### src/rtl/unaligned_write_splitter.sv
// ----------------------------------------------------------------------------
// unaligned_write_splitter
//
// Front-end for the word-aligned RAM write port. It accepts byte-addressed
// 32-bit writes at any alignment. Each write leaves as a word-aligned beat with
// byte strobes. A misaligned write becomes two beats: the low word first, then
// the high word. An aligned write passes through as a single beat. There is one
// register stage, and both sides use a valid/ready handshake.
//
// Build option:
//   STRICT_ALIGN_EN  when defined, misaligned writes are accepted and dropped.
//                    No beat is produced. err pulses for one cycle, and
//                    split_cnt counts these rejected writes.
//
// Ports:
//   clk, rst_n        clock (rising edge); asynchronous active-low reset
//   in_valid/ready    upstream handshake
//   in_addr           byte address, any alignment
//   in_wdata          write data, little-endian
//   out_valid/ready   downstream handshake
//   out_addr          word-aligned address ([1:0] == 0)
//   out_wdata         lane-positioned data; lanes without a strobe carry 0
//   out_strb          byte strobes, bit i enables lane [8i+7:8i]
//   out_last          final beat of the current request
//   err               one-cycle pulse on a rejected request (strict build only)
//   split_cnt         saturating count of split (or rejected) requests
//
// state | meaning
// ------+-------------------------------------------
// IDLE  | no beat held
// FIRST | beat 0 of a split held, beat 1 pending
// LAST  | single beat or final beat of a split held
// ----------------------------------------------------------------------------
module unaligned_write_splitter #(
  parameter int ADDR_W = 32,
  parameter int CNT_W  = 16
) (
  input  logic              clk,
  input  logic              rst_n,
  input  logic              in_valid,
  output logic              in_ready,
  input  logic [ADDR_W-1:0] in_addr,
  input  logic [31:0]       in_wdata,
  output logic              out_valid,
  input  logic              out_ready,
  output logic [ADDR_W-1:0] out_addr,
  output logic [31:0]       out_wdata,
  output logic [3:0]        out_strb,
  output logic              out_last,
  output logic              err,
  output logic [CNT_W-1:0]  split_cnt
);

`ifdef STRICT_ALIGN_EN
  localparam bit STRICT = 1'b1;
`else
  localparam bit STRICT = 1'b0;
`endif

  typedef enum logic [1:0] {
    S_IDLE  = 2'd0,
    S_FIRST = 2'd1,
    S_LAST  = 2'd2
  } state_t;

  state_t            r_state;
  state_t            w_state_nxt;
  state_t            w_load_state;

  logic [ADDR_W-1:0] r_addr;
  logic [31:0]       r_wdata;
  logic [3:0]        r_strb;
  logic              r_last;
  logic [31:0]       r_hi;
  logic [1:0]        r_off;
  logic [CNT_W-1:0]  r_split_cnt;

  logic [1:0]        w_off;
  logic              w_misaligned;
  logic              w_accept;
  logic              w_load_beat;
  logic              w_adv_beat1;
  logic [ADDR_W-1:0] w_base;
  logic [3:0]        w_strb0;
  logic [31:0]       w_data0;
  logic [5:0]        w_hi_shamt;
  logic [31:0]       w_hi;

  assign w_off        = in_addr[1:0];
  assign w_misaligned = |w_off;
  assign w_base       = {in_addr[ADDR_W-1:2], 2'b00};
  // When off is 0, these reduce to the full-word pass-through case.
  assign w_strb0      = 4'b1111 << w_off;
  assign w_data0      = in_wdata << {w_off, 3'b000};
  // Bytes that spill past the word boundary, shifted down to lane 0.
  assign w_hi_shamt   = 6'd32 - {1'b0, w_off, 3'b000};
  assign w_hi         = in_wdata >> w_hi_shamt;

  assign w_accept     = in_valid && in_ready;
  // In a strict build, a misaligned write is accepted but never loaded.
  assign w_load_beat  = w_accept && !(STRICT && w_misaligned);
  assign w_adv_beat1  = (r_state == S_FIRST) && out_ready;

  // State register
  always_ff @(posedge clk or negedge rst_n) begin
    if (!rst_n) r_state <= S_IDLE;
    else        r_state <= w_state_nxt;
  end

  // Next-state logic
  always_comb begin
    w_load_state = S_LAST;
    if (w_misaligned) w_load_state = STRICT ? S_IDLE : S_FIRST;
  end

  always_comb begin
    w_state_nxt = r_state;
    unique case (r_state)
      S_IDLE:  if (in_valid)  w_state_nxt = w_load_state;
      S_FIRST: if (out_ready) w_state_nxt = S_LAST;
      S_LAST:  if (out_ready) w_state_nxt = in_valid ? w_load_state : S_IDLE;
      default:                w_state_nxt = S_IDLE;
    endcase
  end

  // Output logic
  always_comb begin
    out_valid = (r_state != S_IDLE);
    in_ready  = (r_state == S_IDLE) || ((r_state == S_LAST) && out_ready);
  end

  // Beat datapath
  always_ff @(posedge clk or negedge rst_n) begin
    if (!rst_n) begin
      r_addr  <= '0;
      r_wdata <= '0;
      r_strb  <= '0;
      r_last  <= 1'b0;
      r_hi    <= '0;
      r_off   <= '0;
    end else if (w_load_beat) begin
      r_addr  <= w_base;
      r_wdata <= w_data0;
      r_strb  <= w_strb0;
      r_last  <= !w_misaligned;
      r_hi    <= w_hi;
      r_off   <= w_off;
    end else if (w_adv_beat1) begin
      r_addr  <= r_addr + ADDR_W'(4);
      r_wdata <= r_hi;
      r_strb  <= 4'b1111 >> (3'd4 - {1'b0, r_off});
      r_last  <= 1'b1;
    end
  end

  always_ff @(posedge clk or negedge rst_n) begin
    if (!rst_n)
      r_split_cnt <= '0;
    else if (w_accept && w_misaligned && (r_split_cnt != '1))
      r_split_cnt <= r_split_cnt + CNT_W'(1);
  end

`ifdef STRICT_ALIGN_EN
  logic r_err;

  always_ff @(posedge clk or negedge rst_n) begin
    if (!rst_n) r_err <= 1'b0;
    else        r_err <= w_accept && w_misaligned;
  end

  assign err = r_err;
`else
  assign err = 1'b0;
`endif

  assign out_addr  = r_addr;
  assign out_wdata = r_wdata;
  assign out_strb  = r_strb;
  assign out_last  = r_last;
  assign split_cnt = r_split_cnt;

endmodule
### config.mk
export PLATFORM = sky130hd
export DESIGN_NAME = unaligned_write_splitter
export DESIGN_NICKNAME = d
export VERILOG_FILES = /design/src/rtl/unaligned_write_splitter.sv
export SDC_FILE = /design/constraint.sdc
export NUM_CORES = 1
export LEC_CHECK = 0
export CORE_MARGIN = 5
export CORE_UTILIZATION = 54
export DETAILED_ROUTE_END_ITERATION = 8
export PLACE_DENSITY = 0.86
export SLEW_MARGIN = 10
export SYNTH_ARGS = -nofsm -noshare
export SYNTH_HDL_FRONTEND = slang
export SYNTH_SLANG_ARGS = --single-unit
### constraint.sdc
create_clock -name clk -period 2.7 [get_ports clk]
set_input_delay 0.27 -clock clk [delete_from_list [all_inputs] [get_ports clk]]
set_output_delay 0.27 -clock clk [all_outputs]
set_load 0.05 [all_outputs]
==> qor.yml <==
status:
  outcome: "finished, final reports clean"
floorplanning:
  die-area_mm2: 0.0139
  dieHeight_um: 118
  fp-row-count: 39
  coreArea_mm2: 0.0114
  start_util_pct: 55.3
  fp.dieW_um: 118
  io_pins: 156
synth:
  synth.cell_area_mm2: 0.00631
  postSynth.topFlopCell: "dfrtp_1"
  synthCells: 658
  synth_edf_count: 0
  seq_area_frac_synth_pct: 47.2
  synthArstFlopShare_pct: 100
  ys_types: 59
  avgSynthCellArea_um2: 9.59
  yosys_warnings: 0
  synth_seq_cells: 119
route:
  drc: 0
  first_pass_iters: 5
  vias: 5927
  routedWlPerCell_um: 19.6
  vias_per_cell: 6.17
  wl_um: 18900
  drt_iter0_markers: 614
  ant_nets: 0
finish:
  insertedDiodeCount: 0
  final_util_pct: 74.9
  layoutNonFillerInstCount: 961
  syn_to_final_growth_pct: 35.5
  nets: 880
  drive_above_1_share_pct: 9.54
place:
  hpwl_um: 13100
  place_inst: 931
  portBuffers: 152
  place.gp.congestion: 0.887
power:
  p_sw_uw: 4280
  peakVddDrop_mv: 0.732
  combPwrFrac_pct: 47.1
  power_density_mw_per_mm2: 1120
  p_leak_uw: 0.00356
  power_frac_seq_pct: 31.1
  p_sw_share_pct: 44.7
  intPower_uw: 5290
  pwr-share-clk_pct: 21.7
critical_path:
  critPathRequiredTime_ps: 2430
  critical_path_class: "register to primary output"
  end_kind: "primary output"
  worstPathMaxFanout: 8
  reg2regPathDepth: 5
  arrival_ps: 2080
  startpoint_type: "register"
global_routing:
  antenna_found_initial: 0
  grtUsageTotal_pct: 27.0
  grt_first_pass_wirelength_um: 30600
  grt_max_degree: 58
  grt_pass1_vias: 5850
  grt-ovfl-total: 0
worst_hold_path:
  hold_path_depth: 3
  holdCritPathClass: "primary input to register"
timing:
  finalHoldViolCount: 0
  maxSlewViolCount: 0
  worst_pin_slew_ps: 750
  finalCritPeriodShare_pct: 86.9
  finalSetupViolCount: 0
  rsz0062_at_grt: "no"
  max_freq_mhz: 426
  fin_skew_ps: 9.76
  slew_headroom_pct: 50.0
  post-route-min-period_ps: 2350
  fin_tns_setup_ps: 0
clock_tree:
  cts_tree: "yes"
  numCtsBuffers: 17
  cts-root-buf: "clkbuf_16"
  clk_pin_slew_ps: 50
  cts.sinks: 119
  cts_buffer_depth: 2
  insertion_delay_ps: 410
  post_cts_buffers: 0
  h-tree-depth: 4
run:
  maxCapViolations: 0
-- final cells by class --
| class | instances | area [um2] |
|---|---|---|
| Fill cell | 800 | 2870 |
| Inverter | 5 | 18.8 |
| Multi-Input combinational cell | 492 | 3140 |
| Tap cell | 143 | 179 |
| Clock inverter | 4 | 45.0 |
| Clock buffer | 25 | 495 |
| Timing Repair Buffer | 173 | 1700 |
| Sequential cell | 119 | 2980 |
-- flip-flops by register name, summed over array words and instances (netlist names) --
register,flops
r_off,2
out_last,1
out_strb,4
r_state,2
out_wdata,32
r_hi,32
split_cnt,16
out_addr,30
-- metal layers --
layer / routed length (um) / part of all wire (%) / GRT usage (%) / up-vias
met5: 0 / 0 / 0 / -
met4: 477 / 2.5 / 9.96 / 0
met3: 1570 / 8.3 / 7.50 / 43
met2: 9050 / 48 / 43.2 / 341
met1: 7750 / 41 / 35.1 / 2876
li1: - / - / - / 2667
-- final timing paths --
check,from,endpoint,slack (ps)
worst max-delay path,r_state[1],in_ready,350
worst min-delay path,in_addr[27],out_addr[27],410
worst max register to register,r_state[0],out_wdata[20],590
worst min register to register,r_hi[23],r_hi[23],480
max in group asynchronous,rst_n,r_hi[2],1420
min in group asynchronous,rst_n,split_cnt[11],460
-- kinds of logic (layout without fill, tap and decap cells) --
logic type      count (synthesis)  in the layout  share of synthesized area [%]
compound gates                151            151                           16.7
xor+xnor                       33             33                           4.58
fa+ha+maj                       4              4                          0.793
buf+inv                        49            207                           3.61
flops                         119            119                           47.2
mux                            41             41                           6.68
other cells                     1              3                         0.0594
simple gates                  260            260                           20.4
-- synthesized netlist by cell type (2+ instances only) --
library cell	n	area share, %
a21oi_1	16	1.3
a221oi_1	17	2.4
a22o_1	16	2.2
a22oi_1	2	0.24
a311o_1	8	1.3
a31oi_1	10	0.99
a32o_1	8	1.3
and2_1	4	0.40
and3_1	7	0.69
and4_1	7	0.97
buf_2	23	1.8
buf_4	4	0.48
clkbuf_1	16	0.95
clkinv_1	2	0.12
dfrtp_1	119	47
ha_1	4	0.79
inv_1	3	0.18
mux2_2	8	1.4
mux2i_1	32	5.1
nand2_1	107	6.4
nand2b_1	4	0.40
nand3_1	14	1.1
nand4_1	9	0.89
nand4b_1	2	0.28
nor2_1	76	4.5
nor2b_1	3	0.30
nor3_1	5	0.40
nor3_2	2	0.32
nor4_2	6	1.2
o211ai_1	13	1.5
o21ai_0	37	2.9
o21ai_1	7	0.56
o22ai_1	8	0.79
o311ai_0	2	0.28
or3_4	2	0.36
xnor2_1	19	2.6
xor2_1	14	1.9
-- per-stage QoR --
| step | setup WS [ps] | hold slack (ps) | power, uW | area (um2) |
|---|---|---|---|---|
| after floorplan | 128 | -25.6 | 5820 | 6320 |
| after global placement | 403 | 366 | 7350 | 8000 |
| after detailed placement | 351 | 375 | 7470 | 8000 |
| after CTS | 344 | 404 | 9580 | 8550 |
| after global routing | 226 | 427 | 9990 | 8550 |
| final | 353 | 413 | 9570 | 8550 |
-- cells in the final DEF, fill, tap and decap left out, types with 9 or more instances in the layout --
cell	instances
nand4_1	9
clkdlybuf4s50_1	150
dfrtp_1	119
a221oi_1	17
o21ai_0	37
clkbuf_16	17
xor2_1	14
a31oi_1	10
o211ai_1	13
a22o_1	16
a21oi_1	16
nand3_1	14
buf_4	19
nand2_1	107
xnor2_1	19
nor2_1	75
mux2i_1	32
-- repair_timing --
action | in CTS | in global routing
endpoints found under the hold margin | 55 | 0
setup endpoints to repair | 0 | 0
hold buffers | 1 | 0
resized for setup | 0 | 0
-- worst max-delay path: stages, from the launching register on --
cell             delay [ps]
dfrtp_1                 460
nor2b_2                 240
nor2_1                  140
clkdlybuf4s50_1         830
-- power by group through the flow --
stage          clock (uW)  sequential (uW)  combinational, uW
4_1_cts              2090             2960               4520
6_report             2080             2980               4510
3_3_place_gp            0             2940               4410
5_1_grt              2180             3050               4750
2_1_floorplan           0             4570               1250
3_5_place_dp            0             2970               4500
Note: power is estimated with default switching activity, not from simulation.
==> patch, RTL diff (config.mk and constraints unchanged) <==
Encoding of `state_t`: now one-hot (3 bits for 3 states).
--- a/src/rtl/unaligned_write_splitter.sv
+++ b/src/rtl/unaligned_write_splitter.sv
@@ -59,6 +59,6 @@
 
-  typedef enum logic [1:0] {
-    S_IDLE  = 2'd0,
-    S_FIRST = 2'd1,
-    S_LAST  = 2'd2
+  typedef enum logic [2:0] {
+    S_IDLE  = 3'b001,
+    S_FIRST = 3'b010,
+    S_LAST  = 3'b100
   } state_t;
Formal check against the unedited RTL: no difference found for any inputs over 4 cycles, from zero or initial values and one cycle with rst_n low; so few cycles prove little.
==> patch against the original RTL <==
Utilization increased by 0.50 points. Routed wire length increased by 4.0%. Highest routed layer unchanged. Clock skew increased by 0.00079 ns. Die area increased by 1.2%. Via count increased by 5.9%. Setup slack improved by 0.0084 ns. Total power increased by 10%. Area after synthesis increased by 1.3%. Sequential share of layout area decreased by 0.22 points. Sequential cell count increased by 1. Design area increased by 1.5%.
==> patch: results (changes against the original RTL) <==
metric	value	unit	change
met2 Track Usage GR	0.4583		was 0.4318
routed length on met3	1711	um	was 1572 um
dpl cell area	0.008130	mm2	was 0.008000 mm2
Slew @ Worst Pin	0.6847	ns	was 0.7496 ns
sequential cells	120		was 119
Critical Path Sink	out_valid		was in_ready
met1 Use GR	0.3553		was 0.3506
Layout clock area frac	0.06227		was 0.06321
post-synth cell types	56		was 59
reg2reg path depth	6		was 5
CP max stage delay	0.71	ns	was 0.83 ns
vias in the first global route	6361		was 5850
fraction of area in multi-input gates	0.3675		was 0.3667
Inverters	6		was 5
multi-input gates	535		was 492
final std cells w/o fill	1011		was 961
reg2reg setup slack	0.50	ns	was 0.59 ns
outcome	finished clean		unchanged
vias per cell	6.206		was 6.168
share of layout cells above drive strength 1	0.07719		was 0.09535
bufs w/o clock	176		was 173
r2r startpoint	out_addr[2]		was r_state[0]
hold_ws	0.4123	ns	was 0.4134 ns
first-pass iteration count of the detailed router	8		was 5
top cells by area, synth	dfrtp_1, nand2_1, o21ai_0		was dfrtp_1, nand2_1, mux2i_1
number of clock buffers in the layout	29		was 25
GRT Total Usage	0.2869		was 0.2701
final setup margin	0.3616	ns	was 0.3532 ns
Initial DRC Count	789		was 614
Worst Setup SP	r_state[0]		was r_state[1]
clock skew	0.01054	ns	was 0.009755 ns
register area	0.003004	mm2	was 0.002978 mm2
wl on met1	7749	um	was 7752 um
crit-path max FO	6		was 8
Worst VDD drop	559.2	uV	was 732.0 uV
Reg-to-Reg End	out_addr[12]		was out_wdata[20]
-- patch: cell types whose count changed in the layout (fill, tap and decap cells not counted), moves of 15 or more --
cell and change:
a21o_1 +16, nand3_1 +27, nor2_1 -31, nor2b_1 +15
o21ai_0 +20, a221oi_1 -16, nand2_1 +20, a2111oi_0 +16
a22o_1 -16
-- patch: cells by family (layout without fill, tap and decap cells) --
kind of cell             after synthesis  count (layout)  share of synthesized area
AO/OA/AOI/OAI                        173             173                     0.1724
XOR/XNOR                              35              35                    0.04794
adder cells (fa/ha/maj)                4               4                   0.007827
buffers and inverters                 54             213                    0.03698
flip-flops                           120             120                     0.4698
multiplexers                          27              27                    0.04246
other                                  1               3                  0.0005864
AND/OR/NAND/NOR                      293             293                     0.2221
-- patch: power by group --
part	switching (mW)	leakage [nW]	internal, mW	total [mW]
Combinational	3.38	1.96	1.78	5.17
Sequential	0.717	1.50	2.57	3.29
Clock	0.771	0.268	1.31	2.08
